### config.mk
export PLATFORM = sky130hd
export DESIGN_NAME = mmio_responder
export DESIGN_NICKNAME = d
export VERILOG_FILES = /design/src/rtl/mmio_pkg.sv /design/src/rtl/mmio_responder_sync_fifo.sv /design/src/rtl/mmio_responder.sv
export SDC_FILE = /design/constraint.sdc
export NUM_CORES = 1
export LEC_CHECK = 0
export CORE_MARGIN = 2
export CORE_UTILIZATION = 50
export DETAILED_ROUTE_END_ITERATION = 10
export PLACE_DENSITY = 0.76
export SLEW_MARGIN = 25
export SYNTH_ARGS = -nofsm -noshare
export SYNTH_HDL_FRONTEND = slang
export SYNTH_HIERARCHICAL = 1
export SYNTH_SLANG_ARGS = --single-unit
### constraint.sdc
create_clock -name clock -period 3 [get_ports clock]
set_clock_uncertainty 0.1 [all_clocks]
set_input_delay 0.6 -clock clock [delete_from_list [all_inputs] [get_ports clock]]
set_output_delay 0.6 -clock clock [all_outputs]
set_load 0.05 [all_outputs]
### src/rtl/mmio_pkg.sv
// Shared constants for the dmem-side MMIO responder:
// register offsets and STATUS bit positions.
package mmio_pkg;

   localparam logic [3:0] OFF_TXDATA  = 4'h0;
   localparam logic [3:0] OFF_STATUS  = 4'h1;
   localparam logic [3:0] OFF_CYCLE   = 4'h2;
   localparam logic [3:0] OFF_SCRATCH = 4'h3;
   localparam logic [3:0] OFF_IRQ_EN  = 4'h4;

   localparam int ST_FULL  = 0;
   localparam int ST_EMPTY = 1;
   localparam int ST_OVF   = 2;
   localparam int ST_CNT   = 4;
   localparam int ST_CNT_W = 5;

endpackage

### src/rtl/mmio_responder_sync_fifo.sv
// Small synchronous FIFO; head is read straight from storage.
// A push into a full FIFO is taken only if a pop frees a slot that cycle.
module sync_fifo #(
   parameter int WIDTH = 8,
   parameter int DEPTH = 8,
   localparam int PTR_W = (DEPTH > 1) ? $clog2(DEPTH) : 1,
   localparam int CNT_W = $clog2(DEPTH + 1)
) (
   input  logic             clock,
   input  logic             reset,
   input  logic             push,
   input  logic [WIDTH-1:0] din,
   input  logic             pop,
   output logic [WIDTH-1:0] dout,
   output logic             full,
   output logic             empty,
   output logic [CNT_W-1:0] count
);

   logic [WIDTH-1:0] mem [DEPTH];
   logic [PTR_W-1:0] rd_ptr;
   logic [PTR_W-1:0] wr_ptr;
   logic             do_push;
   logic             do_pop;

   assign full    = (count == CNT_W'(DEPTH));
   assign empty   = (count == '0);
   assign do_pop  = pop & ~empty;
   assign do_push = push & (~full | do_pop);
   assign dout    = empty ? '0 : mem[rd_ptr];

   always_ff @(posedge clock) begin
      if (do_push) mem[wr_ptr] <= din;
   end

   always_ff @(posedge clock) begin
      if (!reset) begin
         rd_ptr <= '0;
         wr_ptr <= '0;
         count  <= '0;
      end else begin
         if (do_push) wr_ptr <= wr_ptr + PTR_W'(1);
         if (do_pop)  rd_ptr <= rd_ptr + PTR_W'(1);
         case ({do_push, do_pop})
            2'b10:   count <= count + CNT_W'(1);
            2'b01:   count <= count - CNT_W'(1);
            default: count <= count;
         endcase
      end
   end

endmodule

### src/rtl/mmio_responder.sv
// MMIO responder beside dmem: decodes the top 16 words, gates RAM
// writes there, and returns register reads with syncram latency.
module mmio_responder
   import mmio_pkg::*;
#(
   parameter int ADDR_W = 12,
   parameter int DATA_W = 32,
   parameter int FIFO_DEPTH = 8,
   parameter logic [ADDR_W-1:0] MMIO_BASE = 12'hFF0
) (
   input  logic              clock,
   input  logic              reset,
   input  logic [ADDR_W-1:0] address_dmem,
   input  logic [DATA_W-1:0] data,
   input  logic              wren,
   output logic              dmem_wren,
   output logic              mmio_sel,
   output logic [DATA_W-1:0] q_mmio,
   output logic              tx_valid,
   output logic [7:0]        tx_data,
   input  logic              tx_ready,
   output logic              irq
);

   localparam int CNT_W = $clog2(FIFO_DEPTH + 1);

   logic             hit;
   logic [3:0]       off;
   logic             wr_hit;
   logic             push;
   logic             pop;
   logic             full;
   logic             empty;
   logic [CNT_W-1:0] count;
   logic             overflow;
   logic [DATA_W-1:0] cycle;
   logic [DATA_W-1:0] scratch;
   logic [1:0]        irq_en;
   logic [DATA_W-1:0] status;
   logic [DATA_W-1:0] rdata;

   assign off       = address_dmem[3:0];
   assign hit       = (address_dmem[ADDR_W-1:4] == MMIO_BASE[ADDR_W-1:4]);
   assign dmem_wren = wren & ~hit;
   assign wr_hit    = wren & hit;
   assign push      = wr_hit & (off == OFF_TXDATA);
   assign pop       = tx_valid & tx_ready;
   assign tx_valid  = ~empty;

   sync_fifo #(
      .WIDTH(8),
      .DEPTH(FIFO_DEPTH)
   ) u_fifo (
      .clock(clock),
      .reset(reset),
      .push (push),
      .din  (data[7:0]),
      .pop  (pop),
      .dout (tx_data),
      .full (full),
      .empty(empty),
      .count(count)
   );

   always_comb begin
      status = '0;
      status[ST_FULL]  = full;
      status[ST_EMPTY] = empty;
      status[ST_OVF]   = overflow;
      status[ST_CNT +: ST_CNT_W] = ST_CNT_W'(count);
   end

   // Pre-edge state only, so same-cycle writes read back the old value.
   always_comb begin
      rdata = '0;
      if (hit) begin
         case (off)
            OFF_STATUS:  rdata = status;
            OFF_CYCLE:   rdata = cycle;
            OFF_SCRATCH: rdata = scratch;
            OFF_IRQ_EN:  rdata = DATA_W'(irq_en);
            default:     rdata = '0;
         endcase
      end
   end

   always_ff @(posedge clock) begin
      if (!reset) begin
         mmio_sel <= 1'b0;
         q_mmio   <= '0;
         overflow <= 1'b0;
         cycle    <= '0;
         scratch  <= '0;
         irq_en   <= '0;
         irq      <= 1'b0;
      end else begin
         mmio_sel <= hit;
         q_mmio   <= rdata;
         if (wr_hit && off == OFF_CYCLE) cycle <= data;
         else cycle <= cycle + DATA_W'(1);
         if (wr_hit && off == OFF_SCRATCH) scratch <= data;
         if (wr_hit && off == OFF_IRQ_EN) irq_en <= data[1:0];
         // A fresh drop wins over a coincident STATUS read clear.
         if (push && full && !pop) overflow <= 1'b1;
         else if (hit && off == OFF_STATUS) overflow <= 1'b0;
         irq <= (irq_en[0] & empty) | (irq_en[1] & overflow);
      end
   end

endmodule

==> results.ini <==
[route]
routed_wl_mm=16.9
drt-pass1-iter-count=5
drcViolationCount=0
drtIter0Drc=385
ant_nets=0
avgRoutedWirePerCell_um=17.4
routed_via_density=5.85
num_vias=5682

[power]
p_seq_share_pct=49.7
p_sw_share_pct=23.5
ir_drop_mv=0.404
p_total_w=0.00512
clkPwrFrac_pct=41.6
p_sw_w=0.00120
internal_power_w=0.00391
power_frac_comb_pct=8.7
power_density_nw_per_um2=544
p_leak_nw=3.01

[setup_path]
crit_fanout=16
crit_required_ps=2300
worstPathArrival_ps=2050
critical_path_class=flop to output pin
start_kind=flop
endpoint_kind=output pin
ff2ff_setup_slack_ps=400

[final_layout]
layout_commonest_cell=dfxtp_1
final_cell_mix=dfxtp_1, nor2_1, clkdlybuf4s50_1, edfxtp_1, mux2i_1
nets=824
antenna_cells=0
design_area_sq_um=9400
area_growth_pct=23.0
layout-drive-gt1-share_pct=13.5
final_core_util_pct=62.3
fin_cells=971
nFillCells=1200

[yosys]
synth-seq-area-share_pct=55.0
syn_area_sq_um=7640
syn-mean-instance-area_sq_um=11.3
synth_cell_type_count=59
yosysWarnings=6
postSynth.asyncResetShare_pct=0
synthCells=675
synth_fp_nets=729
synthFlopType=dfxtp_1
synth-seq-cells=178
synth_edf_count=64

[clocking]
postCtsHoldBufs=0
cts_sinks=178
cts-buffers-inserted=17
cts_resized=0
cts_setup_buffers=0
clk_path_buf_depth=2
clkTransAtPathRegs_ps=60
cts_max_level=4
cts_tree=built
cts_root_buffer=clkbuf_16
clock_latency_ps=420

[placement]
place_area_sq_um=8840
place_congestion=0.864
dp_cells=939
portBuffers=91
dp_hpwl_mm=11.9

[floorplanning]
die_width_um=128
initial_core_util_pct=50.7
ios=92
rows=45
dieArea_sq_um=16300
die_y_um=128
fp.coreArea_sq_um=15100

[run_status]
outcome=completed

[timing]
post-route-period-util_pct=91.7
hold_ws_ps=378
setup_viol_count_final=0
final_hold_viol_count=0
rsz0062_at_grt=false
relSlewSlack_pct=52.8
tightest_slew_ps=699
finalMaxSlewViolations=0
fmax_mhz=364
period_minus_slack_ps=2750

[global_routing]
grt_max_degree=38
grt_usage_pct=21.4
overflow=0
grt_pass1_vias=5547
antenna_found_initial=0
grt_pass1_wl_mm=27.7

[flow_run]
maxCapViolCount=0

[hold_path]
hold_path_class=flop to flop

## worst max-delay path, stage by stage, from the launching register on
cell	delay (ps)
dfxtp_1	310
buf_4	300
mux4_2	590
mux2i_1	160
nor2_1	60
buf_4	190
## stage by stage
stage,worst slack [ps],setup TNS (ps)
2_1_floorplan,0.866,0
3_3_place_gp,-16.4,-16.4
3_5_place_dp,-91.0,-91.0
4_1_cts,216,0
5_1_grt,140,0
6_report,249,0
## cells by family after synthesis
| logic type | share of synthesized area [%] |
|---|---|
| multiplexers | 10.9 |
| AND/OR/NAND/NOR | 16.1 |
| adder cells (fa/ha/maj) | 1.08 |
| AO/OA/AOI/OAI | 10.9 |
| XOR/XNOR | 2.41 |
| buffers and inverters | 3.65 |
| flip-flops | 55.0 |
## final timing paths
check	startpoint	to	cells past startpoint
worst max-delay path	flop	tx_data[4]	5
worst min-delay path	irq_en[1]$_SDFFE_PN0P_	irq_en[1]$_SDFFE_PN0P_	2
worst max register to register	u_fifo/count[3]$_SDFFE_PN0P_	u_fifo/count[3]$_SDFFE_PN0P_	10
worst min register to register	irq_en[1]$_SDFFE_PN0P_	irq_en[1]$_SDFFE_PN0P_	2
## cells in the mapped netlist (10+ instances only)
cell type | n | area share (%)
a21oi_1 | 10 | 0.65
a22oi_1 | 30 | 2.9
a31oi_1 | 12 | 0.98
buf_2 | 16 | 1.0
clkbuf_1 | 24 | 1.2
dfxtp_1 | 114 | 30
edfxtp_1 | 64 | 25
inv_1 | 10 | 0.49
mux2i_1 | 46 | 6.0
mux4_2 | 16 | 4.7
nand2_1 | 22 | 1.1
nand3_1 | 16 | 1.0
nand4_1 | 18 | 1.5
nor2_1 | 100 | 4.9
o21ai_0 | 24 | 1.6
o31ai_1 | 11 | 1.1
or3_1 | 10 | 0.82
or4_1 | 15 | 1.5
xnor2_1 | 12 | 1.4
## flip-flops by register name (all words and copies together), names as in the netlist, named ones only
name / cells
overflow: 1
mmio_sel: 1
scratch: 32
u_fifo/count: 4
u_fifo/mem: 64
u_fifo/wr_ptr: 3
cycle: 32
u_fifo/rd_ptr: 3
irq: 1
q_mmio: 32
irq_en: 2
## power groups by stage
stage / Sequential (W) / Combinational, W / Clock (W)
after global placement: 0.00260 / 0.000438 / 0
final: 0.00254 / 0.000446 / 0.00213
after global routing: 0.00254 / 0.000479 / 0.00225
after detailed placement: 0.00260 / 0.000446 / 0
after CTS: 0.00254 / 0.000448 / 0.00216
after floorplan: 0.00257 / 0.000270 / 0
## per-layer routing
layer	share of wire [%]	routed length (um)	global-route usage [%]	vias to the layer above
met4	1.9	316	7.69	0
met3	4.4	745	4.59	23
met1	43	7230	26.7	2781
li1	-	-	-	2734
met5	0	0	0	-
met2	51	8590	37.0	144
## area by class of cell
type / instances / area [sq um] / share of cell area (%)
Sequential cell: 178 / 4200 / 44.7
Clock buffer: 18 / 429 / 4.56
Tap cell: 188 / 235 / 2.50
Timing Repair Buffer: 126 / 1160 / 12.4
Inverter: 11 / 41.3 / 0.439
Clock inverter: 14 / 138 / 1.46
Multi-Input combinational cell: 436 / 3190 / 34.0
Note: power is estimated with default switching activity, not from simulation.
